===== config.mk =====
export PLATFORM = sky130hd
export DESIGN_NAME = oh_fifo_sync_prog
export DESIGN_NICKNAME = d
export VERILOG_FILES = /design/src/rtl/oh_fifo_sync_prog.sv
export SDC_FILE = /design/constraint.sdc
export NUM_CORES = 2
export LEC_CHECK = 0
export CAP_MARGIN = 5
export CORE_MARGIN = 3
export CORE_UTILIZATION = 55
export CTS_BUF_LIST = sky130_fd_sc_hd__clkbuf_4 sky130_fd_sc_hd__clkbuf_8
export CTS_CLUSTER_DIAMETER = 100
export DETAILED_ROUTE_END_ITERATION = 16
export PLACE_DENSITY_LB_ADDON = 0.3
export SETUP_SLACK_MARGIN = 0.2
export SLEW_MARGIN = 20
export SYNTH_ARGS = -nofsm -noshare
export SYNTH_HDL_FRONTEND = slang
export SYNTH_SLANG_ARGS = --single-unit

===== constraint.sdc =====
create_clock -name clk -period 5.05 [get_ports clk]
set_clock_uncertainty 0.05 [all_clocks]
set_input_delay 1.01 -clock clk [delete_from_list [all_inputs] [get_ports clk]]
set_output_delay 1.01 -clock clk [all_outputs]
set_load 0.02 [all_outputs]

===== src/rtl/oh_fifo_sync_prog.sv =====
// Single-clock FIFO with occupancy count, programmable thresholds, sticky error flags,
// synchronous flush and write-through on full. Define OH_FIFO_FWFT_EN for first-word fall-through.
module oh_fifo_sync_prog #(
  parameter int DW         = 64,
  parameter int DEPTH      = 32,
  parameter int PROG_FULL  = DEPTH - 4,
  parameter int PROG_EMPTY = 2,
  parameter int AW         = $clog2(DEPTH)
) (
  input  logic          clk,
  input  logic          nreset,
  input  logic          clear,
  input  logic          wr_en,
  input  logic [DW-1:0] din,
  input  logic          rd_en,
  output logic [DW-1:0] dout,
  output logic          dout_valid,
  output logic          empty,
  output logic          full,
  output logic          prog_full,
  output logic          prog_empty,
  output logic [AW:0]   count,
  output logic          overflow,
  output logic          underflow
);

  localparam logic [AW:0] LP_DEPTH      = (AW+1)'(DEPTH);
  localparam logic [AW:0] LP_PROG_FULL  = (AW+1)'(PROG_FULL);
  localparam logic [AW:0] LP_PROG_EMPTY = (AW+1)'(PROG_EMPTY);
  localparam logic [AW:0] LP_ONE        = (AW+1)'(1);

  if (DEPTH < 4 || (1 << AW) != DEPTH) begin : g_bad_depth
    $error("oh_fifo_sync_prog: DEPTH must be a power of two >= 4");
  end
  if (PROG_FULL < 1 || PROG_FULL > DEPTH) begin : g_bad_prog_full
    $error("oh_fifo_sync_prog: PROG_FULL out of range 1..DEPTH");
  end
  if (PROG_EMPTY < 0 || PROG_EMPTY > DEPTH - 1) begin : g_bad_prog_empty
    $error("oh_fifo_sync_prog: PROG_EMPTY out of range 0..DEPTH-1");
  end

  logic [DW-1:0] r_mem [DEPTH];
  logic [AW:0]   r_wr_ptr;
  logic [AW:0]   r_rd_ptr;
  logic [AW:0]   r_count;
  logic          r_empty;
  logic          r_full;
  logic          r_prog_full;
  logic          r_prog_empty;
  logic          r_overflow;
  logic          r_underflow;

  logic          w_rd_acc;
  logic          w_wr_acc;
  logic          w_mem_we;
  logic [AW:0]   w_count_nxt;

  // A read frees a slot in the same edge, so a full FIFO can still take a write.
  assign w_rd_acc = rd_en & ~r_empty;
  assign w_wr_acc = wr_en & (~r_full | w_rd_acc);
  // Gating on nreset keeps a write from landing while reset is held.
  assign w_mem_we = w_wr_acc & ~clear & nreset;

  always_comb begin
    w_count_nxt = r_count;
    if (clear) begin
      w_count_nxt = '0;
    end else if (w_wr_acc && !w_rd_acc) begin
      w_count_nxt = r_count + LP_ONE;
    end else if (!w_wr_acc && w_rd_acc) begin
      w_count_nxt = r_count - LP_ONE;
    end
  end

  always_ff @(posedge clk or negedge nreset) begin
    if (!nreset) begin
      r_wr_ptr     <= '0;
      r_rd_ptr     <= '0;
      r_count      <= '0;
      r_empty      <= 1'b1;
      r_full       <= 1'b0;
      r_prog_full  <= 1'b0;
      r_prog_empty <= 1'b1;
      r_overflow   <= 1'b0;
      r_underflow  <= 1'b0;
    end else begin
      r_count      <= w_count_nxt;
      r_empty      <= (w_count_nxt == '0);
      r_full       <= (w_count_nxt == LP_DEPTH);
      r_prog_full  <= (w_count_nxt >= LP_PROG_FULL);
      r_prog_empty <= (w_count_nxt <= LP_PROG_EMPTY);
      if (clear) begin
        r_wr_ptr    <= '0;
        r_rd_ptr    <= '0;
        r_overflow  <= 1'b0;
        r_underflow <= 1'b0;
      end else begin
        if (w_wr_acc) r_wr_ptr <= r_wr_ptr + LP_ONE;
        if (w_rd_acc) r_rd_ptr <= r_rd_ptr + LP_ONE;
        if (wr_en && !w_wr_acc) r_overflow  <= 1'b1;
        if (rd_en && !w_rd_acc) r_underflow <= 1'b1;
      end
    end
  end

  always_ff @(posedge clk) begin
    if (w_mem_we) r_mem[r_wr_ptr[AW-1:0]] <= din;
  end

`ifdef OH_FIFO_FWFT_EN
  // Head word is presented combinationally; rd_en only acknowledges it.
  assign dout       = r_empty ? '0 : r_mem[r_rd_ptr[AW-1:0]];
  assign dout_valid = ~r_empty;
`else
  logic [DW-1:0] r_dout;
  logic          r_dout_valid;

  always_ff @(posedge clk or negedge nreset) begin
    if (!nreset) begin
      r_dout       <= '0;
      r_dout_valid <= 1'b0;
    end else begin
      r_dout_valid <= w_rd_acc & ~clear;
      if (w_rd_acc && !clear) r_dout <= r_mem[r_rd_ptr[AW-1:0]];
    end
  end

  assign dout       = r_dout;
  assign dout_valid = r_dout_valid;
`endif

  assign empty      = r_empty;
  assign full       = r_full;
  assign prog_full  = r_prog_full;
  assign prog_empty = r_prog_empty;
  assign count      = r_count;
  assign overflow   = r_overflow;
  assign underflow  = r_underflow;

endmodule


==> metrics <==
status=finished, final reports clean; Root Driver=clkbuf_8; clock sinks=2135; CTS Buffer Depth=4; pin count of the biggest net entering global routing=92; Max FO, Critical Path=40; fin crit share=66.5%; R2R Path End=dout[58]; Critical Path AT=around 4.2 ns; Syn Std Cell Area=80300 um^2; ys async rst share=4.07%; post-CTS sizing=0; PwrDens=433 nW/um^2; crit path launch type=flop; hold_sp=dout[17]; worst r2r path cells=5; reg2reg start=r_rd_ptr[4]; Crit-path slowest cell=dfrtp_1; critical path depth=5; worst-path cell chain=nand2b_1 > or2_4 > o22ai_1 > or4_1 > o21ai_1; Num CTS Buffers=roughly 340; core footprint=144000 um^2; drt pass-1 iters=5; Seq cells post-synth=2135; setup total negative slack=0 ns; Clk Latency, worst-skew pair=0.99 ns; DRT iter0 DRCs=4366; die width=388 um; first-pass GRT wire length=275000 um; DR WL/cell=roughly 31 um; worst slew pin tran=1.10 ns; worst hold path endpoint=dout[17]; CP top delay family=simple AND/OR/NAND/NOR gates; IO Port Bufs=approximately 150; max-cap violations=0; Final Non-Filler Cells=6052; Max-slew headroom=26.2%; Synth area leader=edfxtp_1; Top FF cell, synth=edfxtp_1; Total GRT Usage=25.2%; Boundary Pins=146; die area=151000 um^2; register area share after synthesis=between 70% and 80%; CTS tree=yes; Layout Nets=3973; post-CTS setup buffers=0; fin crit period=between 3 and 4 ns; final hold vios=0; cells after synthesis=3469; vias per cell=6.40; number of synthesis warnings=0; DP HPWL=between 100000 and 150000 um; Slew Limit Fails=0; slowest stage delay, CP=0.80 ns; CP bufs+invs=0; die height=roughly 390 um; Yosys cell types=53; EDFF count, synth=2048; leading post-synthesis cells by cell area=edfxtp_1 77%, mux4_2 15%, dfrtp_1 2.6%; Total Power=approximately 40 mW; Yosys top cell area share=between 70% and 80%; RSZ-0062 raised after global routing=false; H-tree depth=5; share of cells above drive strength 1=30.8%; fmax=~300 MHz; final instance area=91300 um^2; Worst Path Required=5.92 ns; r2r setup slk=1.69 ns; DRC Markers=0; Synth Area per Inst=23.2 um^2; WHS Path Cells=2; Crit Path Class=flop to flop; placed cell area=84900 um^2; CP Capture Type=flop; HP Class=flop to flop; synthesis-to-layout area growth=13.7%; Hold Buf Count CTS=1; # rows=between 100 and 150; clock slew at reported path FFs=0.06 ns; total global routing overflow=0; static leakage=28.3 nW; Post-Syn Nets=approximately 3500; Setup violations, final=0; initial core utilization=55.6%; DRT antenna net count=0; WL final=between 150000 and 200000 um; routed vias=38725; Placed Cells=5458; Placer Congestion=between 0.8 and 0.9; vias in the first global route=39709; maximum VDD drop=0.293 mV; antenna violations before repair=9
[layer usage]
layer	part of all wire, %	up-vias	routed length [um]	GRT usage, %
met5	0	-	0	0
met4	3.4	0	6390	8.79
met3	7.9	371	14800	4.73
met2	50	1962	94000	40.5
met1	39	20636	72400	35.4
li1	-	15756	-	-
[metrics by stage]
step | utilization, % | setup WS, ns | hold slack, ns
2_1_floorplan | - | -0.173 | 0.530
3_3_place_gp | 58.9 | 0.897 | 0.419
3_5_place_dp | 58.8 | 0.840 | 0.427
4_1_cts | 63.3 | 1.67 | 0.387
5_1_grt | 63.3 | 1.57 | 0.421
6_report | 63.3 | 1.69 | 0.436
[cell type report]
cell class | count | area [um^2]
antenna | 9 | 22.5
clock buffer | 479 | 5890
clock inverter | 105 | 604
fill | 9443 | 53000
inverter | 7 | 26.3
multi-input combinational | 1136 | 15900
sequential | 2135 | 63700
tap | 1903 | 2380
timing repair buffer | 278 | 2830
[synth_stat cells (all sizes together), types with 2 or more instances]
cell type,count
a211oi,28
a21oi,5
a31oi,3
and3,2
and3b,2
buf,116
clkbuf,75
dfrtp,85
dfstp,2
edfxtp,2048
ha,7
inv,7
mux2,26
mux2i,35
mux4,518
nand2,62
nand2b,4
nand3,6
nand3b,7
nand4,4
nor2,63
nor2b,20
nor3,2
nor4,5
o21ai,73
o221ai,9
o22ai,186
or2,2
or3,6
or4,40
xnor2,3
xor2,5
[where the power goes]
group          internal (mW)  leakage, nW  switching [mW]
combinational           2.56         5.34            2.73
sequential              19.7         19.5           0.356
clock                   7.77         3.46            6.38
total                   30.1         28.3            9.47
[how the worst max path moves through the flow]
| stage | from | end | slack (ns) |
|---|---|---|---|
| 3_3_place_gp | wr_en | r_mem[11][63] | 0.90 |
| 3_5_place_dp | wr_en | r_mem[11][4] | 0.84 |
| 4_1_cts | dout[28] | dout[28] | 1.67 |
| 5_1_grt | r_rd_ptr[0] | dout[44] | 1.57 |
| 6_report | r_rd_ptr[4] | dout[58] | 1.69 |
| 2_1_floorplan | wr_en | r_mem[30][0] | -0.17 |
[cell usage in the layout, fill, tap and decap left out, types with 59 or more instances in the layout]
cell             Yosys  layout
edfxtp_1          2048    2048
buf_4               34      87
mux4_2             518     518
clkinv_1             0      65
nand2_1             62      59
o22ai_1            186     186
clkbuf_4             0     113
clkbuf_8             0     366
dfrtp_1             85      81
clkdlybuf4s50_1      0     106
o21ai_1             69      69
[registers in the layout, indices dropped and copies added (netlist names)]
name	count
r_rd_ptr	5
prog_empty	1
dout_valid	1
overflow	1
underflow	1
count	6
full	1
r_mem	2048
r_wr_ptr	5
dout	64
empty	1
prog_full	1
[worst register-to-register path, delay by kind of cell (launching register included)]
family / cells / cell delay (ns)
compound gates: 2 / 0.50
flops: 1 / 0.80
simple gates: 3 / 1.95
[logic make-up (layout without fill, tap and decap cells)]
group / after synthesis / count (layout) / synth area share (%)
xor gates and xnor gates: 8 / 8 / 0.0872
muxes: 579 / 579 / 15.3
AOI/OAI and AO/OA: 311 / 311 / 2.39
DFF: 2135 / 2135 / 79.3
and+or+nand+nor: 231 / 231 / 1.51
other: 0 / 9 / 0
buffers and inverters: 198 / 869 / 1.29
adders and majority gates: 7 / 7 / 0.109
(Power assumes the default switching activity.)
